==> config.mk <==
export PLATFORM = sky130hd
export DESIGN_NAME = control_unit
export DESIGN_NICKNAME = d
export VERILOG_FILES = /design/src/rtl/control_unit.sv
export SDC_FILE = /design/constraint.sdc
export NUM_CORES = 1
export LEC_CHECK = 0
export CAP_MARGIN = 5
export CORE_AREA = 2 2 60 74
export CTS_BUF_LIST = sky130_fd_sc_hd__clkbuf_8
export CTS_CLUSTER_DIAMETER = 80
export DETAILED_ROUTE_END_ITERATION = 8
export DIE_AREA = 0 0 62 76
export PLACE_DENSITY = 0.76
export SLEW_MARGIN = 20
export SYNTH_ARGS = -nofsm -noshare
export SYNTH_HDL_FRONTEND = slang
export SYNTH_SLANG_ARGS = --single-unit
==> constraint.sdc <==
create_clock -name Clock -period 2.5 [get_ports Clock]
set_clock_uncertainty 0.2 [all_clocks]
set_input_delay 0.625 -clock Clock [delete_from_list [all_inputs] [get_ports Clock]]
set_output_delay 0.625 -clock Clock [all_outputs]
set_load 0.01 [all_outputs]
==> src/rtl/control_unit.sv <==
// Hardwired control sequencer for the mini CPU: fetches via PC/MAR/MDR into IR,
// decodes the opcode and walks a fixed T-state sequence per instruction class.
module control_unit (
    input  logic        Clock,
    input  logic        clear,
    input  logic [31:0] IR,
    output logic        PCout,
    output logic        MDRout,
    output logic        Zhighout,
    output logic        Zlowout,
    output logic        HIout,
    output logic        LOout,
    output logic        Cout,
    output logic [15:0] Rout,
    output logic        MARin,
    output logic        PCin,
    output logic        MDRin,
    output logic        IRin,
    output logic        Yin,
    output logic        HIin,
    output logic        LOin,
    output logic        Zhighin,
    output logic        Zlowin,
    output logic        IncPC,
    output logic        Read,
    output logic [15:0] Rin,
    output logic [4:0]  op,
    output logic        Run
);

    localparam logic [3:0] S_RESET  = 4'd0;
    localparam logic [3:0] S_T0     = 4'd1;
    localparam logic [3:0] S_T1     = 4'd2;
    localparam logic [3:0] S_T2     = 4'd3;
    localparam logic [3:0] S_T3     = 4'd4;
    localparam logic [3:0] S_T4     = 4'd5;
    localparam logic [3:0] S_T5     = 4'd6;
    localparam logic [3:0] S_T6     = 4'd7;
    localparam logic [3:0] S_HALTED = 4'd8;

    logic [3:0]  state_q, state_d;
    logic [4:0]  opcode;
    logic [15:0] ra_oh, rb_oh, rc_oh;
    logic        is_r3, is_r2, is_md, is_imm, is_halt;
    logic        unused_ir;

    assign opcode    = IR[31:27];
    assign ra_oh     = 16'(1) << IR[26:23];
    assign rb_oh     = 16'(1) << IR[22:19];
    assign rc_oh     = 16'(1) << IR[18:15];
    assign unused_ir = ^IR[14:0];

    // Instruction class decode
    always_comb begin
        is_r3   = 1'b0;
        is_r2   = 1'b0;
        is_md   = 1'b0;
        is_imm  = 1'b0;
        is_halt = 1'b0;
        case (opcode)
            5'b00011, 5'b00100, 5'b00101, 5'b00110,
            5'b01001, 5'b01010, 5'b01011, 5'b01100: is_r3   = 1'b1;
            5'b00111, 5'b01000:                     is_r2   = 1'b1;
            5'b01101, 5'b01110:                     is_md   = 1'b1;
            5'b01111, 5'b10000, 5'b10001:           is_imm  = 1'b1;
            5'b11011:                               is_halt = 1'b1;
            default: ;
        endcase
    end

    always_ff @(posedge Clock or posedge clear) begin
        if (clear) state_q <= S_RESET;
        else       state_q <= state_d;
    end

    // Next-state and control decode
    always_comb begin
        state_d  = state_q;
        PCout    = 1'b0;
        MDRout   = 1'b0;
        Zhighout = 1'b0;
        Zlowout  = 1'b0;
        HIout    = 1'b0;
        LOout    = 1'b0;
        Cout     = 1'b0;
        Rout     = 16'h0000;
        MARin    = 1'b0;
        PCin     = 1'b0;
        MDRin    = 1'b0;
        IRin     = 1'b0;
        Yin      = 1'b0;
        HIin     = 1'b0;
        LOin     = 1'b0;
        Zhighin  = 1'b0;
        Zlowin   = 1'b0;
        IncPC    = 1'b0;
        Read     = 1'b0;
        Rin      = 16'h0000;
        op       = 5'd0;
        Run      = (state_q != S_HALTED);

        case (state_q)
            S_RESET: state_d = S_T0;
            S_T0: begin
                PCout = 1'b1; MARin = 1'b1; IncPC = 1'b1; Zlowin = 1'b1;
                state_d = S_T1;
            end
            S_T1: begin
                Zlowout = 1'b1; PCin = 1'b1; Read = 1'b1; MDRin = 1'b1;
                state_d = S_T2;
            end
            S_T2: begin
                MDRout = 1'b1; IRin = 1'b1;
                state_d = S_T3;
            end
            S_T3: begin
                if (is_r3 || is_md || is_imm) begin
                    Rout = rb_oh; Yin = 1'b1;
                    state_d = S_T4;
                end else if (is_r2) begin
                    Rout = rb_oh; op = opcode; Zhighin = 1'b1; Zlowin = 1'b1;
                    state_d = S_T4;
                end else if (is_halt) begin
                    state_d = S_HALTED;
                end else begin
                    state_d = S_T0;
                end
            end
            S_T4: begin
                if (is_r3) begin
                    Rout = rc_oh; op = opcode; Zlowin = 1'b1;
                    state_d = S_T5;
                end else if (is_md) begin
                    Rout = rc_oh; op = opcode; Zhighin = 1'b1; Zlowin = 1'b1;
                    state_d = S_T5;
                end else if (is_imm) begin
                    Cout = 1'b1; op = opcode; Zlowin = 1'b1;
                    state_d = S_T5;
                end else begin
                    if (is_r2) begin
                        Zlowout = 1'b1; Rin = ra_oh;
                    end
                    state_d = S_T0;
                end
            end
            S_T5: begin
                Zlowout = 1'b1;
                if (is_md) begin
                    LOin = 1'b1;
                    state_d = S_T6;
                end else begin
                    Rin = ra_oh;
                    state_d = S_T0;
                end
            end
            S_T6: begin
                Zhighout = 1'b1; HIin = 1'b1;
                state_d = S_T0;
            end
            S_HALTED: state_d = S_HALTED;
            default:  state_d = S_RESET;
        endcase
    end

endmodule

Word-level counts from Yosys, hierarchy flattened --
Index checks and enable logic that the tools add are counted.
Storage, ports and cells: input bits 34, output and inout bits 56, flip-flop bits (word level) 4, word-level logic and storage cells 91
Operators by class: multiplexer cells 53, reduce and logical (&&, ||, !) cells 9, eq/ne operators 25, shift operators 3
Operators with widths (count):
- two-way mux 16 bit | 9
- one-hot mux 16 bit (2 select lines) | 2
- << shifter 1 x 4 -> 16 bit, first input constant | 3
- equality test 5 x 4 -> 1 bit, second input constant | 8
- one-hot mux 4 bit (8 select lines) | 1
- two-way mux 1 bit | 25
- two-way mux 5 bit | 5
- equality test 5 x 3 -> 1 bit, second input constant | 4
- equality test 4 x 3 -> 1 bit, second input constant | 4
- equality test 5 bit, second input constant | 3
- two-way mux 3 bit | 4
- two-way mux 4 bit | 3
- one-hot mux 5 bit (2 select lines) | 1
- equality test 4 x 2 -> 1 bit, second input constant | 2
- OR reduction 2 bit | 4
- OR reduction 8 bit | 1
- equality test 5 x 2 -> 1 bit, second input constant | 1
- equality test 4 x 1 -> 1 bit, second input constant | 1
- equality test 4 bit, second input constant | 1
- zero test 4 bit | 1
- inequality test 4 bit, second input constant | 1
- one-hot mux 1 bit (2 select lines) | 2
- one-hot mux 1 bit (3 select lines) | 1
- OR reduction 3 bit | 1
- logical OR 1 bit | 2

Depth between registers and ports, before layout --
word-level depth 8, depth in mapped cells 8, mapped depth without buffers 4

Least setup slack after synthesis --
OpenSTA, ideal clock, no wires.
path kind input to output, from input port IR[28], to output port Rin[10], required time 1.675 ns, stages 6, path buffers 2, data arrival time 2.025 ns, path slack -0.350 ns, cell sequence clkbuf_1 xnor2_1 nor2_1 o32a_2 buf_6 nor3_1
On the way: cells in the longest elaborated chain, start to end 8, elaborated cells between the ends (all ways) 29, those cells by class 15 x eq/ne; 10 x mux; 4 x reduce/logical
Ends and longest elaborated chain:
- from (decl) | RTL line 6 | input logic [31:0] IR,
- equality test 5 x 3 -> 1 bit or equality test 5 x 4 -> 1 bit (tied branches) | RTL line 60 | case (opcode)
- OR reduction 2 bit | RTL line 60
- two-way mux 1 bit | RTL line 60
- two-way mux 16 bit | RTL line 140 | if (is_r2) begin
- two-way mux 16 bit | RTL line 136 | end else if (is_imm) begin
- two-way mux 16 bit | RTL line 133 | end else if (is_md) begin
- two-way mux 16 bit | RTL line 130 | if (is_r3) begin
- one-hot mux 16 bit (2 select lines) (*) | RTL line 102 | case (state_q)
- to (decl) | RTL line 26 | output logic [15:0] Rin,
Mark *: on every way between the ends. The rest lies on a longest branch, timed or not.

Final worst setup path --
from input port IR[29], to output port Rin[13]
The elaborated chain is that of the path after synthesis.

==> run summary <==
status - finished, violations left
violated checks - negative setup slack
H-tree depth - 1
DRT iter0 DRCs - 62
DRT antenna net count - 0
combinational family with the most area after synthesis - simple AND/OR/NAND/NOR gates
Routed WL per cell - 16.3 microns
CP endpoint kind - output port
total core area - 0.00407 sq mm
Synth Instances - 183
port bufs - 72
Final GP Congestion - 0.927
Worst path most repeated cell - buf_6
Synth Area in XOR/XNOR - 2.13%
vias in the first global route - 2,093
CTS Sinks - 4
antenna violations before repair - 0
Die Width - 62 microns
Via density - 5.35
Crit path largest cell delay - 530 ps
Final Setup Violations - 43
Hold Path Class - in -> async
Reg clk slew, reported paths - 30 ps
Final WS setup - -528 ps
Fin Setup TNS - -16,200 ps
routed wire length - 6.36 mm
Final HPWL DP - 4.41 mm
#FFs+latches synth - 4
I/O pin count - 90
slowest stage cell, crit path - or4b_4
gr usage total - 26.3%
async set or reset register ratio after synthesis - 100%
max reg flops - 4
largest net degree at the start of global routing - 13
Main synth FF type - dfrtp_1
Nets - 369
final hold slack - 406 ps
Post-synth EDFFs - 0
Die Y - 76 microns
Final Hold Viols - 0
Synth warnings - 0
layout cells sized above 1 - 64.6%
Final period util - 121%
first-pass GRT wire length - 9.62 mm
crit-path max FO - 6
Worst-Skew Late Latency - 220 ps
WS Path Type - in -> out
worst-path cell chain - buf_8 > or4b_4 > and2_4 > o32a_4 > buf_12 > buf_6 > nor3_4 > buf_6
CTS Buf Count - 3
Fmax - 330 MHz
total congestion overflow - 0
Initial Util - 30.4%
Netlist cell types - 54
Site Rows - 26
clk root buf - clkbuf_8
cell area after placement - 0.00272 sq mm
crit start category - primary input
mux share of post-synthesis cell area - 1.72%
Mapped Avg Cell Area - 6.76 sq um
final non-filler cell total - 389
Finished Cell Area - 0.00304 sq mm
top area cells in the synthesized netlist - dfrtp_1, nand2b_1, nor3_1, buf_4, nand2_1
Synth Area in Simple Gates - 50.7%
Final Critical Period - 3030 ps
VDD IR max - 218 uV
number of remaining DRC errors - 0
Mapped Area - 0.00124 sq mm
post-synthesis sequential area ratio - 8.10%
Worst EP arrival - 2200 ps
worst path required time - 1670 ps
Top reg by flops - state_q
worst reg2reg path depth - 7
via count of the routed design - 2,083
Max Cap Violations - 0
ANT cells - 0
Pleak - 1.41 nW
fin. max-slew vios - 0
Synth area leader - dfrtp_1
worst slack, placed - -1330 ps
RSZ-0062 raised after global routing - true
CTS Buffer Depth - 2
die area - 0.00471 sq mm
area grow syn2layout - 146%
biggest regs - state_q (4)
DR pass1 iterations - 4
Synth Area in Compound Gates - 24.2%
Pwr Density - 398 mW/mm^2
Yosys top cell area share - 8.10%
post-synthesis adder-cell area fraction - 0.810%
placed cell count - 363
CTS tree - done
-- cell usage after synthesis (2+ instances only) --
cell type	number
nor2_1	13
nand2_1	13
buf_2	5
dfrtp_1	4
or3_1	2
nand4b_1	5
clkbuf_1	5
nor2b_1	6
o21ai_1	4
o21ai_0	5
nor4_1	7
inv_1	7
a211oi_1	2
nor3_1	14
buf_4	9
o211ai_1	3
and2_1	2
o41ai_1	5
nor4bb_1	2
or4_1	3
nand3b_1	2
nand4_1	5
or4b_1	3
o2bb2ai_1	2
o22ai_1	5
nand2b_1	12
a21oi_1	6
xnor2_1	2
nand3_1	5
-- routing by layer --
metal	vias up	global-route usage, %	share of wire [%]	wire length (microns)
li1	996	-	-	-
met1	989	26.3	35	2230
met2	90	50.6	56	3580
met3	8	3.74	6.6	418
met4	0	9.15	2.2	140
met5	-	0	0	0
-- area by class of cell --
class / count / area (sq um)
Multi-Input combinational cell: 153 / 1490
Timing Repair Buffer: 166 / 1310
Fill cell: 283 / 1030
Sequential cell: 4 / 100
Tap cell: 56 / 70.1
Clock buffer: 3 / 41.3
Inverter: 7 / 28.8
-- cells by family after synthesis --
logic type      after synthesis
xor+xnor                      3
other cells                   1
compound gates               42
buf+inv                      27
mux                           2
fa+ha+maj                     1
flops                         4
simple gates                103
-- critical path, delay by kind of cell --
kind / cells / cell delay (ps)
buf+inv: 4 / 490
simple gates: 3 / 850
compound gates: 1 / 230
-- where the power goes --
| group | leakage (nW) | switching (mW) | internal (mW) |
|---|---|---|---|
| clock network | 0.0216 | 0.0345 | 0.103 |
| registers | 0.0511 | 0.0129 | 0.0883 |
| logic | 1.34 | 0.512 | 0.458 |
| total | 1.41 | 0.559 | 0.649 |
-- final timing paths --
path / endpoint / slack (ps) / startpoint
worst max-delay path: Rin[13] / -530 / IR[29]
worst min-delay path: state_q[1] / 410 / clear
worst max register to register: state_q[1] / 890 / state_q[0]
worst min register to register: state_q[3] / 560 / state_q[1]
max in group asynchronous: state_q[0] / 1550 / clear
min in group Clock: state_q[3] / 560 / state_q[1]
-- stage by stage --
stage | power [mW] | utilization (%)
2_1_floorplan | 0.568 | -
3_3_place_gp | 0.958 | 66.8
3_5_place_dp | 0.980 | 66.8
4_1_cts | 1.18 | 72.2
5_1_grt | 1.29 | 74.7
6_report | 1.21 | 74.7
-- repair_timing --
item / in CTS / in global routing
setup buffers: 19 / 6
pin swaps: 28 / 13
cloned: 1 / 0
setup endpoints to repair: 53 / 49
hold buffers: 0 / 0
resized for setup: 258 / 34
-- placed cells by master, fill, tap and decap left out, types with 2 or more instances in the layout --
cell / n
o21ai_2: 3
buf_6: 26
o211ai_1: 3
nor3_4: 10
nand3_1: 3
nor3_1: 4
nand2b_4: 2
or3_1: 2
dfrtp_1: 4
o2bb2ai_4: 2
a211oi_4: 2
or4b_4: 3
nor2_1: 8
clkbuf_8: 3
nand4_1: 5
nor2_2: 4
xnor2_1: 2
o22ai_2: 5
o21ai_1: 2
and2_1: 2
dlygate4sd2_1: 6
o21ai_4: 2
nand2_1: 12
clkbuf_2: 6
nor4bb_1: 2
buf_4: 73
nand4b_1: 5
inv_1: 6
nor2b_1: 6
nor4_4: 6
o21ai_0: 3
a21oi_1: 5
conb_1: 2
nand2b_1: 11
o41ai_2: 5
buf_2: 39
nand3b_1: 2
clkdlybuf4s50_1: 13
or4_1: 2
Power figures use the tool's default switching activity.
